===== src/rtl/alu_unit_if.sv =====
// Operand/select/result bundle between the register-file read ports and the ALU.
interface alu_unit_if #(
    parameter int DATA_WIDTH = 8,
    parameter int SEL_WIDTH  = 4
);
    logic [DATA_WIDTH-1:0] A;
    logic [DATA_WIDTH-1:0] B;
    logic [SEL_WIDTH-1:0]  Sel;
    logic [DATA_WIDTH-1:0] Out;
    logic                  CarryOut;

    // Datapath side: drives operands and function, consumes the registered result.
    modport master (
        output A, B, Sel,
        input  Out, CarryOut
    );

    // ALU side: consumes operands and function, drives the registered result.
    modport slave (
        input  A, B, Sel,
        output Out, CarryOut
    );
endinterface


===== src/rtl/alu_unit.sv =====
// Registered 16-function ALU: result and carry/status flag captured each rising edge.
module alu_unit #(
    parameter int DATA_WIDTH = 8,
    parameter int SEL_WIDTH  = 4
) (
    input  logic     clk,
    input  logic     reset,   // asynchronous, active-low
    alu_unit_if.slave bus
);
    localparam int W = DATA_WIDTH;

    localparam logic [SEL_WIDTH-1:0] OP_ADD  = 4'd0;
    localparam logic [SEL_WIDTH-1:0] OP_SUB  = 4'd1;
    localparam logic [SEL_WIDTH-1:0] OP_MUL  = 4'd2;
    localparam logic [SEL_WIDTH-1:0] OP_DIV  = 4'd3;
    localparam logic [SEL_WIDTH-1:0] OP_SHL  = 4'd4;
    localparam logic [SEL_WIDTH-1:0] OP_SHR  = 4'd5;
    localparam logic [SEL_WIDTH-1:0] OP_ROL  = 4'd6;
    localparam logic [SEL_WIDTH-1:0] OP_ROR  = 4'd7;
    localparam logic [SEL_WIDTH-1:0] OP_AND  = 4'd8;
    localparam logic [SEL_WIDTH-1:0] OP_OR   = 4'd9;
    localparam logic [SEL_WIDTH-1:0] OP_XOR  = 4'd10;
    localparam logic [SEL_WIDTH-1:0] OP_NOR  = 4'd11;
    localparam logic [SEL_WIDTH-1:0] OP_NAND = 4'd12;
    localparam logic [SEL_WIDTH-1:0] OP_XNOR = 4'd13;
    localparam logic [SEL_WIDTH-1:0] OP_GT   = 4'd14;
    localparam logic [SEL_WIDTH-1:0] OP_EQ   = 4'd15;

    logic [W-1:0]   out_d, out_q;
    logic           carry_d, carry_q;
    logic [W:0]     sum;    // extra bit holds the carry out of bit W-1
    logic [W:0]     diff;   // extra bit is set when A < B (borrow)
    logic [2*W-1:0] prod;   // full product; upper half flags overflow

    assign sum  = {1'b0, bus.A} + {1'b0, bus.B};
    assign diff = {1'b0, bus.A} - {1'b0, bus.B};
    assign prod = {{W{1'b0}}, bus.A} * {{W{1'b0}}, bus.B};

    // Next result and flag from the current operands and function select.
    always_comb begin
        // NOTE: both outputs get a default before the case so no path can infer a latch.
        out_d   = '0;
        carry_d = 1'b0;
        case (bus.Sel)
            OP_ADD: begin
                out_d   = sum[W-1:0];
                carry_d = sum[W];
            end
            OP_SUB: begin
                out_d   = diff[W-1:0];
                carry_d = diff[W];
            end
            OP_MUL: begin
                out_d   = prod[W-1:0];
                carry_d = |prod[2*W-1:W];
            end
            OP_DIV: begin
                // Divide by zero saturates to all ones and raises the flag.
                if (bus.B == '0) begin
                    out_d   = '1;
                    carry_d = 1'b1;
                end else begin
                    out_d   = bus.A / bus.B;
                end
            end
            OP_SHL: begin
                out_d   = {bus.A[W-2:0], 1'b0};
                carry_d = bus.A[W-1];
            end
            OP_SHR: begin
                out_d   = {1'b0, bus.A[W-1:1]};
                carry_d = bus.A[0];
            end
            OP_ROL: begin
                out_d   = {bus.A[W-2:0], bus.A[W-1]};
                carry_d = bus.A[W-1];
            end
            OP_ROR: begin
                out_d   = {bus.A[0], bus.A[W-1:1]};
                carry_d = bus.A[0];
            end
            OP_AND:  out_d = bus.A & bus.B;
            OP_OR:   out_d = bus.A | bus.B;
            OP_XOR:  out_d = bus.A ^ bus.B;
            OP_NOR:  out_d = ~(bus.A | bus.B);
            OP_NAND: out_d = ~(bus.A & bus.B);
            OP_XNOR: out_d = ~(bus.A ^ bus.B);
            OP_GT:   out_d = {{(W-1){1'b0}}, (bus.A > bus.B)};
            OP_EQ:   out_d = {{(W-1){1'b0}}, (bus.A == bus.B)};
            default: ;
        endcase
    end

    // Capture result and flag each edge; reset clears both immediately.
    always_ff @(posedge clk or negedge reset) begin
        // NOTE: registered state uses non-blocking assignments so all flops update together.
        if (!reset) begin
            out_q   <= '0;
            carry_q <= 1'b0;
        end else begin
            out_q   <= out_d;
            carry_q <= carry_d;
        end
    end

    assign bus.Out      = out_q;
    assign bus.CarryOut = carry_q;
endmodule


===== src/flat_wrapper.sv =====
// flat-port wrapper written by rule: the top's interface ports become plain ports
module alu_unit_flat 
#(
    parameter int DATA_WIDTH = 8,
    parameter int SEL_WIDTH  = 4
)
  (clk, reset, bus_A, bus_B, bus_Sel, bus_Out, bus_CarryOut);
  alu_unit_if #(.DATA_WIDTH(DATA_WIDTH), .SEL_WIDTH(SEL_WIDTH)) bus_i ();
  input  logic clk;
  input  logic reset;
  input wire logic [$bits(bus_i.A)-1:0] bus_A;
  input wire logic [$bits(bus_i.B)-1:0] bus_B;
  input wire logic [$bits(bus_i.Sel)-1:0] bus_Sel;
  output wire logic [$bits(bus_i.Out)-1:0] bus_Out;
  output wire logic [$bits(bus_i.CarryOut)-1:0] bus_CarryOut;
  assign bus_i.A = bus_A;
  assign bus_i.B = bus_B;
  assign bus_i.Sel = bus_Sel;
  assign bus_Out = bus_i.Out;
  assign bus_CarryOut = bus_i.CarryOut;
  alu_unit #(.DATA_WIDTH(DATA_WIDTH), .SEL_WIDTH(SEL_WIDTH)) u_core (.clk(clk), .reset(reset), .bus(bus_i));
endmodule

===== config.mk =====
export PLATFORM = sky130hd
export DESIGN_NAME = alu_unit_flat
export DESIGN_NICKNAME = d
export VERILOG_FILES = /design/src/rtl/alu_unit_if.sv /design/src/rtl/alu_unit.sv /design/src/flat_wrapper.sv
export SDC_FILE = /design/constraint.sdc
export NUM_CORES = 1
export LEC_CHECK = 0
export BUFFER_PORTS_ARGS = -buffer_cell sky130_fd_sc_hd__buf_2
export CAP_MARGIN = 15
export CORE_ASPECT_RATIO = 2
export CORE_UTILIZATION = 47
export DETAILED_ROUTE_END_ITERATION = 10
export PLACE_DENSITY = 0.63
export REMOVE_ABC_BUFFERS = 1
export SLEW_MARGIN = 20
export SYNTH_ARGS = -nofsm -noshare
export SYNTH_HDL_FRONTEND = slang
export SYNTH_SLANG_ARGS = --single-unit

===== constraint.sdc =====
create_clock -name clk -period 1.3 [get_ports clk]
set_clock_uncertainty 0.1 [all_clocks]
set_input_delay 0.065 -clock clk [delete_from_list [all_inputs] [get_ports clk]]
set_output_delay 0.065 -clock clk [all_outputs]
set_load 0.03 [all_outputs]

-- After elaboration in Yosys (flattened, before gate mapping)
Cells that the tools add are included.
- muxes and demuxes: 4
- multipliers: 1
- reductions and logical operators: 5
- divide/modulo/power cells: 1
- add/sub/neg operators: 2
- shifts and indexed selects: 0
- equal/unequal tests: 16
- bitwise operators: 6
- order comparisons: 1
- operator list (cell ; count):
    $pmux W8 S16 ; 1
    $eq A4 B4 Y1 const B ; 8
    $not A8 Y8 ; 3
    $eq A4 B3 Y1 const B ; 4
    $mul A8 B8 Y16 ; 1
    $add A8 B8 Y9 ; 1
    $sub A8 B8 Y9 ; 1
    $and A8 B8 Y8 ; 1
    $div A8 B8 Y8 ; 1
    $eq A4 B2 Y1 const B ; 2
    $eq A8 B8 Y1 ; 1
    $gt A8 B8 Y1 ; 1
    $logic_not A8 Y1 ; 1
    $mux W8 ; 1
    $or A8 B8 Y8 ; 1
    $reduce_or A8 Y1 ; 1
    $xor A8 B8 Y8 ; 1
    $pmux W1 S6 ; 1
    $eq A4 B1 Y1 const B ; 1
    $logic_not A4 Y1 ; 1
    $reduce_or A2 Y1 ; 2
    $mux W1 ; 1
- logic and storage cells: 38
- latch bits: 0
- memory bits (read-only): 0
- memories: 0
- output and inout port bits: 9
- flip-flop bits (word level): 9
- memory bits (writable): 0

-- Depth between registers and ports, before layout
Gate-level depths: netlist of the first run.
- depth after elaboration: 3
- depth in mapped cells: 53

-- Least setup slack after synthesis of the first run
No wires, ideal clock.
- path type: input to register
- from: in bus_B[6]
- to: reg u_core.out_q[0] (netlist: u_core.bus.Out[0])
- stages: 49
- data required time: 1.061 ns
- buffers on the path: 3
- arrival time: 9.819 ns
- path slack: -8.759 ns
- path through: or4_4 or3_1 buf_2 nor2_1 a21oi_1 a21oi_1 ha_1 nor4b_1 a311oi_1 nor2_1 a21oi_1 ha_1 o211ai_1 a211oi_4 inv_1 or3_1 nand2_1 ha_1 (+13 left out) a21o_1 a31o_2 mux2_2 ha_1 o21a_1 o21ai_0 a221oi_1 a31oi_1 clkbuf_1 o21ai_0 ha_1 a21boi_0 o21a_1 o21ai_0 o2bb2ai_1 o21ai_0 a211oi_1 o2111ai_1
- longest elaborated chain between the ends: 3
- elaborated cells between the ends (all ways): 6
- classes of those cells: 1 x div; 1 x order compare; 1 x eq/ne; 2 x mux; 1 x reduce/logical
- RTL lines (what ; RTL line ; text):
    start, declared ; flat_wrapper.sv:12 ; input wire logic [$bits(bus_i.B)-1:0] bus_B;
    $div A8 B8 Y8 or $logic_not A8 Y1 (tied branches) ; alu_unit.sv:63, alu_unit.sv:59 ;
    $mux W8 ; alu_unit.sv:59 ; if (bus.B == '0) begin
    $pmux W8 S16 * ; alu_unit.sv:44 ; case (bus.Sel)
    via u_core.out_d[0] ; alu_unit.sv:29 ; logic [W-1:0] out_d, out_q;
    end signal, assigned ; alu_unit.sv:101 ; out_q <= out_d;
    end, declared ; alu_unit.sv:29 ;
Mark *: on every way through the listed nets, which the timed path passes. The rest lies on a longest branch.

-- Final worst setup path of the first run
- from: in bus_B[7]
- to: reg u_core.out_q[0] (netlist: u_core.bus.Out[0])
The elaborated chain is that of the path after synthesis.

==> impl_metrics.ini, run 1 <==
[setup_path]
crit_path_frequent_cell = ha_4
crit_path_max_fanout = 8
cp.required_ns = 1.26
start_kind = input pin
max_stage_delay_ns = 0.54
critPathSlowestCell = or4_4
cp_data_arrival_time_ns = 10.49
worst_setup_path_end_kind = register
worst-setup-path-type = input pin to register

[timing]
relSlewSlack = 0.5647
rsz0062_at_grt = true
drv_slew = 0
finalCritPeriodShare = 8.101
finalWorstSetupSlack_ns = -9.232
tns_ns = -44.74
max_freq_mhz = 94.95
layout_min_cycle_time_ns = 10.53
hold_viol_final = 0
worst_pin_slew_ns = 0.6500
setup_viol = 9

[logic_synthesis]
postSynthAreaPerCell_sq_um = 7.569
synth_area_sq_um = 5510
ys_seq_area_frac = 0.04087
post_synth_num_cell_types = 64
synth_edf_count = 0
yosys-top-cells-count = ha_1 (99), nor2_1 (91), inv_1 (79)
yosysTopAreaCell = ha_1
synth_most_common_cell = ha_1
syn_inst = 728
yosysTopAreaCellShare = 0.2248
ys.flop_type = dfrtp_1
async_flop_share = 1.000
yosys-top-cells-area = ha_1 (22%), fa_1 (14%), nor2_1 (6.2%)
yosysWarnings = 0
synth_seq_cells = 9

[clock_tree]
root_buffer = clkbuf_16
path_clk_slew_ns = 0.04
clock-sinks = 9
htreeDepth = 1
cts_buffer_depth = 2
cts_buffers = 3
cts_tree = yes

[global_routing]
grt-ovfl-total = 0
grt_pass1_vias = 7355
grt_usage = 0.4045
grt_max_degree = 16
grt_pass1_wl_um = 37530
grt_antenna_before_repair = 0

[outcome]
violations = setup timing
run_status = complete, but fails checks

[routing]
route.final.wire_length_um = 27970
wire_per_inst_um = 24.05
avgViaCountPerCell = 6.397
vias = 7440
drc = 0
final_antenna_net_count = 0
first_pass_iters = 5
first_iter_violations = 619

[placed_design]
place_hpwl_um = 18930
port-buffer-count = 30
dp_slack_ns = -9.236
place_congestion = 1.028
placed_area_sq_um = 7550

[cells_and_area]
area_growth_pct = 62.22
drive_gt1_frac = 0.4407
antenna_cells = 0
final_nets = 1181
design_area_sq_um = 8939

[floorplanning]
start_util = 0.4853
die_w_um = 78.57
dieArea_sq_um = 12190
die_h_um = 155.1
row_count = 55
core_area_sq_um = 11350
io_pins = 31

[pwr]
p_total_mw = 8.040
power_density_nw_per_um2 = 899.4
vdd_drop_max_mv = 1.435
leakage_nw = 4.340

[flow_run]
drv_cap = 0

[min_path]
hold_class = input pin to asynchronous set/reset pin
[metal layers]
metal  global-route usage  wire length [um]  up-vias  share of wire
met5                    0                 0        -              0
met4               0.3519              3694        0           0.13
met3              0.05806              1920      258          0.069
met2               0.7408             13830      523           0.49
met1               0.3795              8525     3486           0.30
li1                     -                 -     3173              -
[metrics by stage]
step                cells  hold WS, ns  utilization
detailed placement   1114      -0.1621       0.6649
floorplan             701      -0.3306            -
CTS                  1149       0.1194       0.7458
global route         1163       0.1396       0.7872
finish               1163       0.1103       0.7872
global placement     1114      -0.1691       0.6649
[flip-flops by register name, indices dropped and copies added, names as in the netlist]
signal,flops
u_core.bus.Out,8
u_core.bus.CarryOut,1
[power by group]
group          total [mW]  internal, mW  switching [mW]
logic                7.13          3.49            3.64
clock network       0.569         0.412           0.157
registers           0.337         0.324          0.0131
[area by class of cell]
type	count	area, sq um
Multi-Input combinational cell	603	5657
Timing Repair Buffer	316	2454
Fill cell	759	2416
Inverter	89	346.6
Sequential cell	9	225.2
Tap cell	142	177.7
Clock buffer	4	78.83
[worst max-delay path: cells and delay by family]
kind,cells,cell delay (ns)
xor gates and xnor gates,1,0.30
adders and majority gates,7,1.81
AOI/OAI and AO/OA,25,4.28
and+or+nand+nor,10,2.33
buffers and inverters,5,0.73
muxes,3,0.92
[path summary, 6_finish.rpt]
| path | startpoint | to | slack (ns) | cells past startpoint |
|---|---|---|---|---|
| setup / recovery | bus_B[7] | u_core.bus.Out[0] | -9.23 | 51 |
| hold / removal | reset | u_core.bus.Out[4] | 0.11 | 2 |
| max in group asynchronous | reset | u_core.bus.CarryOut | 0.79 | 2 |
| min in group clk | bus_Sel[3] | u_core.bus.Out[7] | 0.34 | 4 |
[repair_timing]
action                     in CTS  in global routing
pin swaps                      48                 52
setup endpoints to repair       9                  9
gates resized for setup       136                 74
buffers inserted               31                 15
hold buffers                    1                  0
hold endpoints to repair        9                  0
[cell families after synthesis]
kind of cell	count (synthesis)	synth area share
compound gates	209	0.2516
xor+xnor	23	0.03656
fa+ha+maj	137	0.3629
buf+inv	116	0.08061
flops	9	0.04087
mux	24	0.04882
simple gates	210	0.1787
[placed cells by master, fill, tap and decap left out, drive strengths merged, types with 9 or more instances in the layout]
cell type and count:
nor2 91, clkinv 9, nor3 22, o21a 15
a21o 12, fa 38, o211ai 9, ha 99
nand3 10, dfrtp 9, o21ai 44, nand2 36
a21oi 47, a31oi 11, xor2 11, buf 315
mux2 11, xnor2 12, inv 80, a211oi 15
mux2i 13
Power figures use the tool's default switching activity.
==> inputs of run 2 (changes only) <==
Settings changed: RECOVER_POWER from default to 25, SLEW_MARGIN 20 to default.
==> run 2 against run 1 <==
  * The flow still finishes with violations (setup timing)
  * Cell area is essentially flat
  * Sequential share of layout area about the same
  * Maximum frequency unchanged
  * Sequential power about the same
  * Count of clock-buffer cells in the layout stayed put
  * Sequential cell count unchanged
  * Non-clock buffer count did not move
  * Combinational power about the same
  * Global-route usage did not move
  * Via count unchanged
  * Clock power is essentially flat
  * Die area did not move
  * Largest cell class unchanged
==> impl_metrics.ini, run 2 (synthesis results as in run 1) <==
[floorplanning]
row_count = 55
start_util = 0.4853
core_area_sq_um = 11350
dieArea_sq_um = 12190
die_w_um = 78.57
io_pins = 31
die_h_um = 155.1

[pwr]
p_total_mw = 8.039
power_density_nw_per_um2 = 899.5
clkPwrFrac = 0.071
seqPwrFrac = 0.042
combPwrFrac = 0.887
power_switching_share = 0.4739
p_switching_mw = 3.810
p_int_mw = 4.229
vdd_drop_max_mv = 1.435
leakage_nw = 4.337

[cells_and_area]
multi_input_area_sq_um = 5657
final_util = 0.7871
final_nets = 1181
ff_latch_area_sq_um = 225.2
n_fill_cell = 760
layout_commonest_cell = buf_4
largest_reg_flops = 8
design_area_sq_um = 8937
antenna_cells = 0
drive_gt1_frac = 0.4398
final_cell_mix = buf_4 (261), ha_1 (78), nor2_1 (76), inv_1 (71), fa_1 (37)
area_growth_pct = 62.19

[setup_path]
start_kind = input pin
cp.required_ns = 1.26
endpoint = u_core.bus.Out[0]
crit_path_start = bus_B[7]
cp_data_arrival_time_ns = 10.49
crit_path_max_fanout = 8
worst-setup-path-type = input pin to register
max_stage_delay_ns = 0.54
worst_setup_path_end_kind = register
critPathSlowestCell = or4_4
crit_path_frequent_cell = ha_4

[timing]
rsz0062_at_grt = true
layout_min_cycle_time_ns = 10.53
drv_slew = 0
setup_viol = 9
relSlewSlack = 0.5647
fin_hold_ws_ns = 0.2157
worst_pin_slew_ns = 0.6500
finalCritPeriodShare = 8.101
hold_viol_final = 0
finalWorstSetupSlack_ns = -9.232
tns_ns = -44.74
max_freq_mhz = 94.95

[clock_tree]
clock-sinks = 9
cts_buffer_depth = 2
htreeDepth = 1
cts_buffers = 3
path_clk_slew_ns = 0.04
root_buffer = clkbuf_16
cts_tree = yes

[outcome]
run_status = complete, but fails checks
violations = setup timing

[routing]
vias = 7440
drc = 0
wire_per_inst_um = 24.05
avgViaCountPerCell = 6.397
final_antenna_net_count = 0
route.final.wire_length_um = 27970
first_iter_violations = 619
first_pass_iters = 5

[flow_run]
drv_cap = 0

[min_path]
hold_class = input pin to asynchronous set/reset pin

[global_routing]
grt_antenna_before_repair = 0
busiest_layer = met2
grt_usage = 0.4045
grt_pass1_wl_um = 37530
globalRouteMet3Util = 0.05806
grt-ovfl-total = 0
grt_pass1_vias = 7355
met2_usage = 0.7408
grtUsageMet1 = 0.3795
grt_max_degree = 16

[placed_design]
place_congestion = 1.028
placed_area_sq_um = 7550
port-buffer-count = 30
place_hpwl_um = 18930
## run 2: cell types whose count changed in the layout (fill, tap and decap cells not counted)
cell / change
buf_2: -1
clkbuf_1: +1
## run 2: power groups by stage
stage | logic [mW] | registers [mW] | clock network (mW)
after floorplan | 3.11 | 0.429 | 0
after global placement | 5.48 | 0.341 | 0
after detailed placement | 5.67 | 0.342 | 0
after CTS | 6.36 | 0.339 | 0.565
after global routing | 7.66 | 0.342 | 0.587
final | 7.13 | 0.337 | 0.569
## run 2: metal layers
metal  up-vias  part of all wire
li1       3173                 -
met1      3486              0.30
met2       523              0.49
met3       258             0.069
met4         0              0.13
met5         -                 0
## run 2: layout make-up
cell class / instances / area share
multi-input cells: 603 / 0.6329
repair buffers: 316 / 0.2744
inverters: 89 / 0.03878
flip-flops and latches: 9 / 0.02520
well taps: 142 / 0.01988
clock buffers: 4 / 0.008820
## run 2: timing repair
| action | in CTS | in global routing |
|---|---|---|
| setup endpoints to repair | 9 | 9 |
| gates resized for setup | 136 | 74 |
| hold buffers | 1 | 0 |
| hold endpoints to repair | 9 | 0 |
| buffers inserted | 31 | 15 |
| pin swaps | 48 | 52 |
| cloned | 0 | 0 |
## run 2: per-stage QoR
step / instances / worst slack, ns
final: 1163 / -9.232
after global routing: 1163 / -9.292
after CTS: 1149 / -8.245
after detailed placement: 1114 / -9.236
after global placement: 1114 / -8.786
after floorplan: 701 / -8.866
## run 2: critical path, delay by kind of cell
family / cells / cell delay (ns)
compound gates: 25 / 4.28
xor+xnor: 1 / 0.30
fa+ha+maj: 7 / 1.81
buf+inv: 5 / 0.73
mux: 3 / 0.92
simple gates: 10 / 2.33
## run 2: worst min-delay path by stage
stage                      from             endpoint  slack [ns]  cells past startpoint
after floorplan           reset  u_core.bus.CarryOut       -0.33                      0
after global placement    reset    u_core.bus.Out[4]       -0.17                      1
after detailed placement  reset    u_core.bus.Out[4]       -0.16                      1
after CTS                 reset    u_core.bus.Out[4]        0.12                      2
after global routing      reset    u_core.bus.Out[4]        0.27                      2
final                     reset    u_core.bus.Out[4]        0.22                      2
==> inputs of run 3 (changes only) <==
Settings changed: CORE_ASPECT_RATIO 2 to 1.2.
==> run 3 against run 2 <==
  * The flow still finishes with violations (setup timing)
  * Sequential share of layout area is essentially flat
  * Maximum frequency grew 4.8%
  * Sequential power shrank 1%
  * Combinational power is essentially flat
  * Setup slack gained 0.48 ns
  * Non-clock buffer count shrank 15
  * Die area shrank 0.20%
  * Via count shrank 4.7%
  * Worst hold slack lost 0.081 ns
  * Sequential cell count is the same
  * Routed wire length shrank 8.5%
  * First-iteration DRC count shrank 4.0%
  * Critical path type unchanged
==> impl_metrics.ini, run 3 (synthesis results as in run 1) <==
[floorplanning]
io_pins = 31
die_w_um = 100.8
core_area_sq_um = 11250
dieArea_sq_um = 12160
die_h_um = 120.6
row_count = 42
start_util = 0.4900

[routing]
final_antenna_net_count = 0
vias = 7093
first_iter_violations = 594
avgViaCountPerCell = 6.109
drc = 0
first_pass_iters = 5
wire_per_inst_um = 22.03
route.final.wire_length_um = 25580

[cells_and_area]
instances_no_fill = 1161
layout_commonest_cell = buf_4
drive_gt1_frac = 0.4314
largest_reg_flops = 8
final_cell_mix = buf_4 (236), nor2_1 (79), ha_1 (76), inv_1 (71), fa_1 (36)
n_fill_cell = 752
final_util = 0.7926
area_growth_pct = 61.76
final_nets = 1166

[pwr]
vdd_drop_max_mv = 1.272
power_density_nw_per_um2 = 895.9
leakage_nw = 4.276

[clock_tree]
cts_buffers = 3
cts_tree = yes
clock-sinks = 9
path_clk_slew_ns = 0.04
root_buffer = clkbuf_16
cts_buffer_depth = 2
htreeDepth = 1

[min_path]
whs_path_depth = 3
min-delay-start = bus_Sel[3]
min_to = u_core.bus.Out[3]
hold_class = input pin to register

[global_routing]
grt_max_degree = 20
grt_usage = 0.3660
grtUsageMet1 = 0.4375
busiest_layer = met2
globalRouteMet3Util = 0.03237
grt_pass1_vias = 6830
grt-ovfl-total = 0
grt_pass1_wl_um = 34670
met2_usage = 0.6558
grt_antenna_before_repair = 0

[placed_design]
place_congestion = 1.011
place_inst = 1109
dp_slack_ns = -9.180
place_hpwl_um = 16560
port-buffer-count = 30

[setup_path]
cp_data_arrival_time_ns = 10.03
worst_setup_path_end_kind = register
cp.required_ns = 1.28
crit_path_max_fanout = 8
start_kind = input pin
crit_path_frequent_cell = buf_4
critPathSlowestCell = or4_4
worst-setup-path-type = input pin to register
max_stage_delay_ns = 0.57

[timing]
drv_slew = 0
finalCritPeriodShare = 7.729
layout_min_cycle_time_ns = 10.05
relSlewSlack = 0.6340
max_freq_mhz = 99.52
finalWorstSetupSlack_ns = -8.748
hold_viol_final = 0
rsz0062_at_grt = true
worst_pin_slew_ns = 0.5448
setup_viol = 9

[outcome]
violations = setup timing
run_status = complete, but fails checks

[flow_run]
drv_cap = 0
==> run 3: cell type report <==
cell class	instances	area (sq um)	area share
multi-input cells	603	5664	0.6355
clock buffers	4	78.83	0.008843
diodes	1	2.502	0.0002807
flip-flops and latches	9	225.2	0.02527
repair buffers	301	2394	0.2685
well taps	154	192.7	0.02162
inverters	89	356.6	0.04001
==> run 3: worst max-delay path: cells and delay by family <==
family,cells,cell delay [ns]
compound gates,26,4.69
fa+ha+maj,7,1.71
buf+inv,9,1.01
mux,1,0.28
simple gates,11,2.26
==> run 3: metal layers <==
| layer | wire [um] | part of all wire | vias up |
|---|---|---|---|
| met5 | 0 | 0 | - |
| met4 | 1856 | 0.073 | 0 |
| met3 | 1882 | 0.074 | 142 |
| met2 | 12870 | 0.50 | 429 |
| met1 | 8972 | 0.35 | 3382 |
| li1 | - | - | 3140 |
==> run 3: worst max-delay path by stage <==
stage	startpoint	endpoint	cells after the start
2_1_floorplan	bus_B[6]	u_core.bus.Out[0]	47
3_3_place_gp	bus_B[6]	u_core.bus.Out[0]	49
3_5_place_dp	bus_B[6]	u_core.bus.Out[0]	51
4_1_cts	bus_B[4]	u_core.bus.Out[0]	50
5_1_grt	bus_B[7]	u_core.bus.Out[0]	54
6_report	bus_B[6]	u_core.bus.Out[0]	54
==> run 3: power by group <==
group	switching (mW)	leakage, nW	total (mW)	internal [mW]
clock network	0.132	0.0382	0.542	0.410
registers	0.00939	0.111	0.333	0.324
logic	3.62	4.13	7.11	3.49
==> run 3: stage by stage <==
stage	setup TNS [ns]	cell area, sq um	hold slack [ns]	total power [mW]
2_1_floorplan	-42.00	5400	-0.3306	3.540
3_3_place_gp	-45.09	7450	-0.1654	5.675
3_5_place_dp	-46.65	7450	-0.1666	5.816
4_1_cts	-41.12	8227	0.1213	6.892
5_1_grt	-44.06	8911	0.1561	8.563
6_report	-42.44	8914	0.1342	7.986
==> run 3: what timing repair did <==
action | CTS | global route
setup endpoints to repair | 9 | 9
pin swaps | 42 | 59
buffers inserted | 25 | 24
hold buffers | 1 | 0
gates resized for setup | 121 | 100
hold endpoints to repair | 9 | 0
cloned | 0 | 0
